## config.mk

```make
export PLATFORM = sky130hd
export DESIGN_NAME = fizzbuzz_classifier
export DESIGN_NICKNAME = d
export VERILOG_FILES = /design/src/rtl/fizzbuzz_classifier.sv
export SDC_FILE = /design/constraint.sdc
export NUM_CORES = 1
export LEC_CHECK = 0
export ABC_AREA = 1
export BUFFER_PORTS_ARGS = -buffer_cell sky130_fd_sc_hd__clkbuf_2
export CORE_AREA = 8 8 94 96
export CTS_BUF_LIST = sky130_fd_sc_hd__clkbuf_8
export CTS_CLUSTER_DIAMETER = 50
export CTS_CLUSTER_SIZE = 25
export DETAILED_ROUTE_END_ITERATION = 7
export DIE_AREA = 0 0 102 104
export GPL_TIMING_DRIVEN = 0
export PLACE_DENSITY_LB_ADDON = 0.3
export SYNTH_ARGS = -nofsm -noshare
export SYNTH_HDL_FRONTEND = slang
export SYNTH_SLANG_ARGS = --single-unit
```

## constraint.sdc

```tcl
create_clock -name clk -period 2 [get_ports clk]
set_clock_uncertainty 0.1 [all_clocks]
set_input_delay 0.3 -clock clk [delete_from_list [all_inputs] [get_ports clk]]
set_output_delay 0.3 -clock clk [all_outputs]
set_load 0.03 [all_outputs]
```

## src/rtl/fizzbuzz_classifier.sv

```systemverilog
// Multi-channel divisibility classifier: a serial restoring divider per channel
// reports which programmable divisors evenly divide each accepted value.
module fizzbuzz_classifier #(
    parameter int WIDTH = 8,
    parameter int N_CH  = 2,
    parameter int DW    = 4,
    parameter int CNT_W = 16
) (
    input  logic                  clk,
    input  logic                  rst_n,
    input  logic [N_CH*DW-1:0]    div_i,
    input  logic                  in_valid,
    output logic                  in_ready,
    input  logic [WIDTH-1:0]      in_data,
    output logic                  out_valid,
    input  logic                  out_ready,
    output logic [WIDTH-1:0]      out_data,
    output logic [N_CH-1:0]       out_hit,
    output logic                  out_all,
    input  logic                  cnt_clr,
    output logic [N_CH*CNT_W-1:0] hit_cnt
);

    localparam int IW = (WIDTH > 1) ? $clog2(WIDTH) : 1;

    typedef enum logic [1:0] {IDLE, CALC, DONE} state_t;

    state_t               state;
    state_t               state_nxt;
    logic [WIDTH-1:0]     data_q;
    logic [N_CH*DW-1:0]   div_q;
    logic [IW-1:0]        idx_q;
    logic [DW:0]          rem_q     [N_CH];
    logic [DW:0]          rem_nxt   [N_CH];
    logic [DW:0]          rem_shift [N_CH];
    logic [N_CH-1:0]      hit_nxt;
    logic [CNT_W-1:0]     cnt_q     [N_CH];
    logic                 accept;
    logic                 out_fire;

    assign accept   = in_valid && in_ready;
    assign out_fire = out_valid && out_ready;

    always_ff @(posedge clk or negedge rst_n) begin
        if (!rst_n) begin
            state <= IDLE;
        end else begin
            state <= state_nxt;
        end
    end

    always_comb begin
        state_nxt = state;
        case (state)
            IDLE:    if (in_valid) state_nxt = CALC;
            CALC:    if (idx_q == '0) state_nxt = DONE;
            DONE:    if (out_ready) state_nxt = IDLE;
            default: state_nxt = IDLE;
        endcase
    end

    always_comb begin
        in_ready  = (state == IDLE);
        out_valid = (state == DONE);
    end

    // One restoring-division step per channel; the remainder stays below a
    // nonzero divisor, so its top bit is free to absorb the shift.
    always_comb begin
        for (int c = 0; c < N_CH; c++) begin
            rem_shift[c] = {rem_q[c][DW-1:0], data_q[idx_q]};
            if (rem_shift[c] >= {1'b0, div_q[c*DW +: DW]}) begin
                rem_nxt[c] = rem_shift[c] - {1'b0, div_q[c*DW +: DW]};
            end else begin
                rem_nxt[c] = rem_shift[c];
            end
            hit_nxt[c] = (rem_nxt[c] == '0) && (div_q[c*DW +: DW] != '0);
        end
    end

    always_ff @(posedge clk or negedge rst_n) begin
        if (!rst_n) begin
            data_q  <= '0;
            div_q   <= '0;
            idx_q   <= '0;
            out_hit <= '0;
            for (int c = 0; c < N_CH; c++) begin
                rem_q[c] <= '0;
            end
        end else begin
            case (state)
                IDLE: begin
                    if (accept) begin
                        data_q  <= in_data;
                        div_q   <= div_i;
                        idx_q   <= IW'(WIDTH - 1);
                        out_hit <= '0;
                        for (int c = 0; c < N_CH; c++) begin
                            rem_q[c] <= '0;
                        end
                    end
                end
                CALC: begin
                    for (int c = 0; c < N_CH; c++) begin
                        rem_q[c] <= rem_nxt[c];
                    end
                    if (idx_q == '0) begin
                        out_hit <= hit_nxt;
                    end else begin
                        idx_q <= idx_q - 1'b1;
                    end
                end
                default: ;
            endcase
        end
    end

    assign out_data = data_q;
    assign out_all  = &out_hit;

    // Clear wins over a coincident increment so software sees a clean zero.
    always_ff @(posedge clk or negedge rst_n) begin
        if (!rst_n) begin
            for (int c = 0; c < N_CH; c++) begin
                cnt_q[c] <= '0;
            end
        end else begin
            for (int c = 0; c < N_CH; c++) begin
                if (cnt_clr) begin
                    cnt_q[c] <= '0;
                end else if (out_fire && out_hit[c] && !(&cnt_q[c])) begin
                    cnt_q[c] <= cnt_q[c] + 1'b1;
                end
            end
        end
    end

    always_comb begin
        hit_cnt = '0;
        for (int c = 0; c < N_CH; c++) begin
            hit_cnt[c*CNT_W +: CNT_W] = cnt_q[c];
        end
    end

endmodule

```

==> results.ini, run 1 <==
[detailed_routing]
route.detailed.drc = 0
drtPass1Iterations = 5
antenna_left = 0
vias = 3706
vias_per_cell = 5.340
totalWireLength_mm = 10.18
drt_iter0_markers = 156
wl_per_cell_um = 14.67

[critical_path]
critPathSlowestCell = fa_2
path_cells = inv_4 > nand2_1 > nand3_2 > nand3_2 > nand2_4 > buf_6 > ha_4 > inv_2 > fa_2 > nand2_1 > nand2_1 > nor2_1 > nand4_1 > nand2_1
end_kind = flip-flop
path_common_cell = nand2_1
cp-start-kind = flip-flop
cp_max_fo = 6
worst-endpoint-arrival_ns = 2.43
regToRegSetupSlack_ns = -0.30
critical_path_required_ns = 2.13
cp_slowest_stage_delay_ns = 0.54
worstSetupPathType = flip-flop to flip-flop

[synthesis]
ys_seq_elements = 63
yosysUniqueCellTypes = 36
synth_edf_count = 0
synth_area_sq_um = 3800
syn_avg_cell_area_sq_um = 7.539
yosys-top-cells-area = dfrtp_1, nand2_1, inv_1
synthCells = 504
yosysWarnings = 0
synth-seq-area-share_pct = 41.49
ys.flop_type = dfrtp_1
yosysTopAreaCell = dfrtp_1
synth-async-reset-ratio_pct = 100.0
synth_top_area_share_pct = 41.49
syn_nets = 539

[timing]
rsz0062_at_grt = yes
tightest_slew_ns = 0.8662
finalSetupViolCount = 8
timing.final.crit_share_pct = 114.9
fin_ws_ns = -0.2975
fmax_mhz = 435.2
maxSlewHeadroom_pct = 42.25
period_needed_ns = 2.298
maxSlewViolCount = 0
hold_ws_ns = -0.0002952
hold_viol_final = 2

[clocking]
clk_pin_slew_ns = 0.07
numCtsBuffers = 9
clk_latency_ns = 0.35
htreeDepth = 3
clock_sinks = 63
cts_buffer_depth = 2
cts_tree = done
hold_buffers = 0
clockRootBuffer = clkbuf_8

[floorplanning]
start_util_pct = 51.02
dieArea_sq_um = 10610
pin_count = 66
die_w_um = 102
die_y_um = 104
fp-row-count = 32
coreArea_sq_um = 7447

[pwr]
p_per_area_nw_per_um2 = 1413
p_leak_nw = 2.321
total_power_mw = 6.655
vdd_drop_max_uv = 1214

[cells_and_area]
mostFrequentLayoutCell = nand2_1
nNetsFinal = 622
syn2layout_area_growth_pct = 23.94
drive_gt1_share_pct = 29.73
antenna_cells = 0
final_cell_mix = nand2_1, clkbuf_2, inv_1, dfrtp_1, nor2_1
fill_cells = 659
layoutNonFillerInstCount = 694

[global_routing]
track_usage_pct = 19.61
antenna_found_initial = 0
grt_max_degree = 64
first_global_vias = 3694
overflow = 0
grt_pass1_wl_mm = 16.93

[placed_design]
dp_cells = 671
port_buffers = 65
routabilityCongestion = 0.9032
hpwl_mm = 7.097

[run_status]
violations = negative hold slack, negative setup slack
status = finished with violations

[run]
cap_violations = 0

[worst_hold_path]
hold_path.class = primary input to async pin

[state kept, by name, indices dropped and copies added (netlist names)]
name      flops
hit_cnt      32
div_q         8
out_data      8
rem_q         8
idx_q         3
out_hit       2
state         2
[kinds of logic after synthesis]
family,count (synthesis),share of synthesized area (%)
compound gates,63,9.845
xor+xnor,14,3.227
fa+ha+maj,14,5.005
buf+inv,75,8.133
flops,63,41.49
simple gates,275,32.30
[where the power goes]
group / internal, mW / total (mW) / switching [mW]
registers: 1.60 / 1.87 / 0.264
clock network: 0.798 / 1.31 / 0.508
logic: 1.28 / 3.48 / 2.20
total: 3.68 / 6.66 / 2.97
[layer usage]
layer / track usage [%] / wire length [um]
met5: 0 / 0
met2: 32.51 / 5114
met3: 3.146 / 578
met1: 24.51 / 4276
met4: 7.765 / 210
[critical path, delay by kind of cell, from the launching register on]
| kind | cells | cell delay (ns) |
|---|---|---|
| buf+inv | 3 | 0.25 |
| flops | 1 | 0.46 |
| simple gates | 9 | 0.73 |
| fa+ha+maj | 2 | 0.65 |
[repair_timing]
action / 4_1_cts / 5_1_grt
gates resized for setup: 28 / 23
endpoints found under the setup margin: 9 / 43
pin swaps: 12 / 16
buffers inserted: 4 / 3
gates cloned: 0 / 0
[synthesized netlist by cell type, types with 5 or more instances]
master   count
nand2_1    143
nand4_1     13
nor3_1      13
o21ai_0     32
xor2_1      11
dfrtp_1     63
ha_1        12
nand3_1     45
o21ai_2      5
inv_1       61
a21oi_1     11
nor2_1      44
[final cells by class]
class / count / area (sq um) / share of cell area, %
multi-input combinational: 366 / 2059 / 43.73
tap: 102 / 127.6 / 2.710
timing repair buffer: 72 / 384.1 / 8.156
clock buffer: 12 / 165.2 / 3.507
buffer: 9 / 61.31 / 1.302
sequential: 63 / 1590 / 33.77
clock inverter: 4 / 68.82 / 1.461
inverter: 66 / 252.7 / 5.367
[worst paths after layout]
| kind | start | end | cells past startpoint |
|---|---|---|---|
| setup / recovery | idx_q[0]$_DFFE_PN0P_ | out_hit[0]$_DFFE_PN0P_ | 14 |
| hold / removal | rst_n | hit_cnt[21]$_DFFE_PN0P_ | 1 |
| setup reg to reg | idx_q[0]$_DFFE_PN0P_ | out_hit[0]$_DFFE_PN0P_ | 14 |
| hold reg to reg | state[0]$_DFFE_PN0P_ | state[1]$_DFFE_PN0P_ | 1 |
| max in group asynchronous | rst_n | idx_q[0]$_DFFE_PN0P_ | 1 |
| min in group clk | div_i[4] | div_q[4]$_DFFE_PN0P_ | 3 |
[per-stage QoR]
step	util (%)	setup TNS [ns]	cell area (sq um)	setup WS [ns]
finish	63.24	-1.421	4710	-0.2975
global route	63.24	-2.191	4710	-0.3966
CTS	62.13	-0.9919	4627	-0.2515
detailed placement	57.44	-1.731	4278	-0.2965
global placement	57.41	-1.166	4275	-0.2255
floorplan	-	-0.02398	3822	-0.02398
(Power assumes the default switching activity.)
==> run 2: changes to the inputs <==
--- a/config.mk
+++ b/config.mk
@@ -5,14 +5,14 @@
 export SDC_FILE = /design/constraint.sdc
 export NUM_CORES = 1
 export LEC_CHECK = 0
-export ABC_AREA = 1
 export BUFFER_PORTS_ARGS = -buffer_cell sky130_fd_sc_hd__clkbuf_2
-export CORE_AREA = 8 8 94 96
+export CAP_MARGIN = 20
+export CORE_AREA = 8 8 91 93
 export CTS_BUF_LIST = sky130_fd_sc_hd__clkbuf_8
 export CTS_CLUSTER_DIAMETER = 50
 export CTS_CLUSTER_SIZE = 25
 export DETAILED_ROUTE_END_ITERATION = 7
-export DIE_AREA = 0 0 102 104
+export DIE_AREA = 0 0 99 101
 export GPL_TIMING_DRIVEN = 0
 export PLACE_DENSITY_LB_ADDON = 0.3
 export SYNTH_ARGS = -nofsm -noshare
==> results.ini, run 2 <==
[detailed_routing]
wl_per_cell_um = 16.65
m1WireLength_mm = 3.739
vias = 2911
route.detailed.drc = 0
vias_per_cell = 5.663
dr_wl_met2_mm = 4.310
top_layer = met4
drt_iter0_markers = 134
drtPass1Iterations = 4
wl_met3_um = 347
totalWireLength_mm = 8.557
antenna_left = 0

[floorplanning]
start_util_pct = 49.52
dieArea_sq_um = 9999
pin_count = 66
die_w_um = 99
fp-row-count = 31
die_y_um = 101
coreArea_sq_um = 6943

[pwr]
combPwrFrac_pct = 57.9
clock_power_share_pct = 15.2
switchingPower_mw = 2.984
p_per_area_nw_per_um2 = 1695
vdd_drop_max_uv = 1204
p_sw_share_pct = 41.21
p_int_mw = 4.257
p_leak_nw = 1.963
seq_power_share_pct = 27.0

[synthesis]
syn_avg_cell_area_sq_um = 10.08
synthMuxAreaShare_pct = 8.079
yosys-top-cells-area = dfrtp_1, xor2_1, nor2_1
yosysUniqueCellTypes = 58
synth_edf_count = 0
synthCells = 341
synth_compound_gate_area_share_pct = 10.70
ys.flop_type = dfrtp_1
synth-seq-area-share_pct = 45.85
synth-async-reset-ratio_pct = 100.0
synth-simple-area-share_pct = 19.58
synthXorXnorAreaFrac_pct = 7.642
synth_fa_ha_area_share_pct = 5.531
synth_area_sq_um = 3438
synth_most_common_cell = dfrtp_1
ys_seq_elements = 63
yosysWarnings = 0
synth_top_family_by_area = simple AND/OR/NAND/NOR gates
yosysTopAreaCell = dfrtp_1
synthTopCellsByCount = dfrtp_1, nor2_1, nand2_1, xor2_1, nand4_1
syn_nets = 376
synth_top_area_share_pct = 45.85

[timing]
maxSlewViolCount = 0
fin_ws_ns = -0.8194
fmax_mhz = 354.7
timing.final.crit_share_pct = 141.0
finalSetupViolCount = 10
hold_ws_ns = -0.01329
period_needed_ns = 2.819
hold_viol_final = 5
tightest_slew_ns = 0.8862
maxSlewHeadroom_pct = 40.92
rsz0062_at_grt = yes

[critical_path]
reg2reg_from = idx_q[0]$_DFFE_PN0P_
crit_family = multiplexers
crit_cells = 10
crit_buf_inv = 2
critPathSlowestCell = mux4_2
cp-start-kind = flip-flop
worst-endpoint-arrival_ns = 2.96
path_cells = mux4_2 > mux2i_4 > buf_6 > ha_4 > inv_2 > fa_2 > xor2_1 > nor4b_2 > a32oi_1 > o31ai_1
regToRegSetupSlack_ns = -0.82
cp_slowest_stage_delay_ns = 0.54
cp_max_fo = 3
reg2regPathDepth = 10
crit_start = idx_q[0]$_DFFE_PN0P_
critical_path_required_ns = 2.14
worstSetupPathType = flip-flop to flip-flop
end_kind = flip-flop
worstReg2RegEnd = out_hit[1]$_DFFE_PN0P_
setup.worst_path.end = out_hit[1]$_DFFE_PN0P_

[cells_and_area]
drive_gt1_share_pct = 33.80
largest_reg_flops = 32
mostFrequentLayoutCell = clkbuf_2
nNetsFinal = 462
finish.instance_area_sq_um = 4273
syn2layout_area_growth_pct = 24.27
fin_util_pct = 61.54
antenna_cells = 0
final_cell_mix = clkbuf_2, dfrtp_1, nor2_1

[placed_design]
port_buffers = 65
hpwl_mm = 6.047
dp_worst_setup_slack_ns = -0.9554
routabilityCongestion = 0.8928
placed_area_sq_um = 3918

[run_status]
violations = negative hold slack, negative setup slack
status = finished with violations

[clocking]
clock_sinks = 63
clk_pin_slew_ns = 0.08
htreeDepth = 3
cts_tree = done
clockRootBuffer = clkbuf_8
cts_buffer_depth = 2
numCtsBuffers = 9
clk_latency_ns = 0.34

[global_routing]
grt_pass1_wl_mm = 14.43
first_global_vias = 3035
track_usage_pct = 17.97
grt_max_degree = 64
overflow = 0
antenna_found_initial = 0

[worst_hold_path]
hold_path.class = primary input to async pin

[run]
cap_violations = 0

run 2: cell count changes in the layout (fill, tap and decap cells not counted), moves of 6 or more:
cell	before	now
mux2i_1	0	6
inv_2	13	2
xor2_1	11	18
nand2_2	10	1
inv_1	52	11
nor3_1	13	6
nand2_1	135	29
o21ai_0	27	10
o21ai_2	9	1
and3_1	1	7
nand3_1	36	9
mux2_2	0	10
nand3_2	9	0
xnor2_1	2	11
run 2: worst min-delay path by stage:
stage,startpoint,to,slack (ns)
final,rst_n,hit_cnt[8]$_DFFE_PN0P_,-0.01
after global routing,rst_n,hit_cnt[8]$_DFFE_PN0P_,0.06
after CTS,rst_n,hit_cnt[8]$_DFFE_PN0P_,0.02
after detailed placement,rst_n,hit_cnt[8]$_DFFE_PN0P_,0.40
after global placement,div_i[2],div_q[2]$_DFFE_PN0P_,0.40
after floorplan,rst_n,div_q[0]$_DFFE_PN0P_,-0.1
run 2: cells by family after synthesis:
kind of cell	after synthesis
adders and majority gates	14
xor gates and xnor gates	30
and+or+nand+nor	137
muxes	22
buffers and inverters	23
DFF	63
AOI/OAI and AO/OA	52
run 2: timing repair:
action                                 CTS  global route
hold buffers                             0             0
gates resized for setup                 16             6
setup buffers                            8             3
cloned                                   0             0
endpoints found under the hold margin    0             0
pin swaps                               10             4
setup endpoints to repair               10            14
run 2: metrics by stage:
step | total power [mW] | setup TNS, ns | cells
CTS | 7.006 | -4.943 | 512
finish | 7.241 | -5.055 | 514
global route | 7.695 | -6.289 | 514
floorplan | 4.550 | -4.617 | 341
detailed placement | 5.303 | -6.841 | 488
global placement | 5.161 | -6.564 | 488
run 2: power by group through the flow:
stage | clock [mW] | sequential, mW | combinational (mW)
floorplan | 0 | 2.07 | 2.48
global placement | 0 | 1.94 | 3.22
detailed placement | 0 | 1.95 | 3.35
CTS | 1.12 | 1.95 | 3.94
global route | 1.17 | 2.00 | 4.53
finish | 1.10 | 1.95 | 4.19
run 2: routing by layer:
metal	up-vias	track usage [%]
met5	-	0
met4	0	8.383
met3	15	3.315
met2	70	30.61
met1	1440	21.48
li1	1386	-
run 2: final cells by class:
cell class	instances	area (sq um)
well taps	82	102.6
fillers	588	2670
multi-input cells	255	1887
clock buffers	9	123.9
inverters	12	45.04
repair buffers	75	414.1
plain buffers	11	46.29
flip-flops and latches	63	1589
clock inverters	7	65.06
==> run 3: changes to the inputs <==
--- a/config.mk
+++ b/config.mk
@@ -7,14 +7,15 @@
 export LEC_CHECK = 0
 export BUFFER_PORTS_ARGS = -buffer_cell sky130_fd_sc_hd__clkbuf_2
 export CAP_MARGIN = 20
-export CORE_AREA = 8 8 91 93
+export CORE_AREA = 8 8 97 99
 export CTS_BUF_LIST = sky130_fd_sc_hd__clkbuf_8
 export CTS_CLUSTER_DIAMETER = 50
 export CTS_CLUSTER_SIZE = 25
 export DETAILED_ROUTE_END_ITERATION = 7
-export DIE_AREA = 0 0 99 101
+export DIE_AREA = 0 0 105 107
 export GPL_TIMING_DRIVEN = 0
 export PLACE_DENSITY_LB_ADDON = 0.3
+export REMOVE_ABC_BUFFERS = 1
 export SYNTH_ARGS = -nofsm -noshare
 export SYNTH_HDL_FRONTEND = slang
 export SYNTH_SLANG_ARGS = --single-unit
==> results.ini, run 3 (same netlist as run 2, synthesis figures left out) <==
[run_status]
status = finished with violations
violations = negative hold slack, negative setup slack

[cells_and_area]
fin_util_pct = 54.69
antenna_cells = 0
syn2layout_area_growth_pct = 26.09
finish.instance_area_sq_um = 4335
final_cell_mix = clkbuf_2, dfrtp_1, nor2_1
nNetsFinal = 454
layoutNonFillerInstCount = 529
drive_gt1_share_pct = 32.31
mostFrequentLayoutCell = clkbuf_2
largest_reg_flops = 32

[pwr]
vdd_drop_max_uv = 1111
p_int_mw = 4.581
seq_power_share_pct = 25.3
total_power_mw = 7.611
clock_power_share_pct = 16.7
switchingPower_mw = 3.029
combPwrFrac_pct = 57.9
p_per_area_nw_per_um2 = 1755
p_sw_share_pct = 39.80
p_leak_nw = 1.993

[timing]
finalSetupViolCount = 10
maxSlewViolCount = 0
tns_ns = -6.026
rsz0062_at_grt = yes
tightest_slew_ns = 0.8481
period_needed_ns = 2.910
hold_viol_final = 42
fmax_mhz = 343.7
fin_ws_ns = -0.9097
hold_ws_ns = -0.01161
timing.final.crit_share_pct = 145.5
maxSlewHeadroom_pct = 43.46

[worst_hold_path]
hold_path.class = primary input to async pin

[global_routing]
first_global_vias = 2941
track_usage_pct = 14.72
antenna_found_initial = 0
overflow = 0
grt_pass1_wl_mm = 13.69
grt_max_degree = 64

[placed_design]
port_buffers = 65
dp_worst_setup_slack_ns = -1.119
dp_cells = 501
hpwl_mm = 5.475
routabilityCongestion = 0.8428
placed_area_sq_um = 3880

[detailed_routing]
vias_per_cell = 5.388
vias = 2850
route.detailed.drc = 0
antenna_left = 0
wl_per_cell_um = 15.51
totalWireLength_mm = 8.206
drt_iter0_markers = 87
drtPass1Iterations = 4

[critical_path]
worstSetupPathType = flip-flop to flip-flop
cp_max_fo = 4
end_kind = flip-flop
critical_path_required_ns = 2.15
worst-endpoint-arrival_ns = 3.06
cp-start-kind = flip-flop

[floorplanning]
coreArea_sq_um = 7928
dieArea_sq_um = 11240
pin_count = 66
start_util_pct = 43.37
die_y_um = 107
die_w_um = 105
fp-row-count = 33

[clocking]
clk_pin_slew_ns = 0.07
hold_buffers = 0
clock_sinks = 63
cts_tree = done
cts_buffer_depth = 2
htreeDepth = 3
clk_latency_ns = 0.35
numCtsBuffers = 9
clockRootBuffer = clkbuf_8

[run]
cap_violations = 0

run 3: per-layer routing:
metal,track usage [%],wire [um],vias up
li1,-,-,1366
met1,17.31,3653,1402
met2,25.02,3978,65
met3,3.539,417,17
met4,6.728,158,0
met5,0,0,-
run 3: cell type report:
| cell class | count | area, sq um |
|---|---|---|
| fill | 737 | 3592 |
| multi-input combinational | 255 | 1901 |
| sequential | 63 | 1578 |
| timing repair buffer | 78 | 456.7 |
| clock buffer | 11 | 151.4 |
| tap | 105 | 131.4 |
| clock inverter | 5 | 72.57 |
| inverter | 12 | 45.04 |
run 3: repair_timing:
item                                    4_1_cts  5_1_grt
pin swaps                                     9        3
endpoints found under the setup margin       10       16
buffers inserted                              6        6
resized for setup                            25        9
run 3: worst paths after layout:
| check | start | end | slack, ns | depth (start not counted) |
|---|---|---|---|---|
| min in group clk | div_i[6] | div_q[6]$_DFFE_PN0P_ | 0.05 | 3 |
| hold / removal | rst_n | hit_cnt[20]$_DFFE_PN0P_ | -0.01 | 1 |
| setup reg to reg | idx_q[0]$_DFFE_PN0P_ | out_hit[1]$_DFFE_PN0P_ | -0.91 | 11 |
| setup / recovery | idx_q[0]$_DFFE_PN0P_ | out_hit[1]$_DFFE_PN0P_ | -0.91 | 11 |
| max in group asynchronous | rst_n | idx_q[0]$_DFFE_PN0P_ | 1.23 | 1 |
| hold reg to reg | idx_q[1]$_DFFE_PN0P_ | idx_q[1]$_DFFE_PN0P_ | 0.44 | 2 |
run 3: power by group through the flow:
stage                     Sequential, mW  Combinational (mW)  Clock [mW]
after global placement              1.91                3.04           0
after global routing                1.98                4.74        1.35
after detailed placement            1.92                3.12           0
after CTS                           1.91                3.80        1.30
after floorplan                     2.04                2.30           0
final                               1.93                4.41        1.27
run 3: worst max-delay path, cell delays in order, from the launching register on:
cell     delay, ns
dfrtp_2       0.43
mux4_2        0.55
mux2i_4       0.24
buf_6         0.15
ha_4          0.13
inv_2         0.04
fa_2          0.36
a21o_1        0.18
a21oi_2       0.14
xnor2_1       0.15
a32oi_1       0.09
o31ai_1       0.26
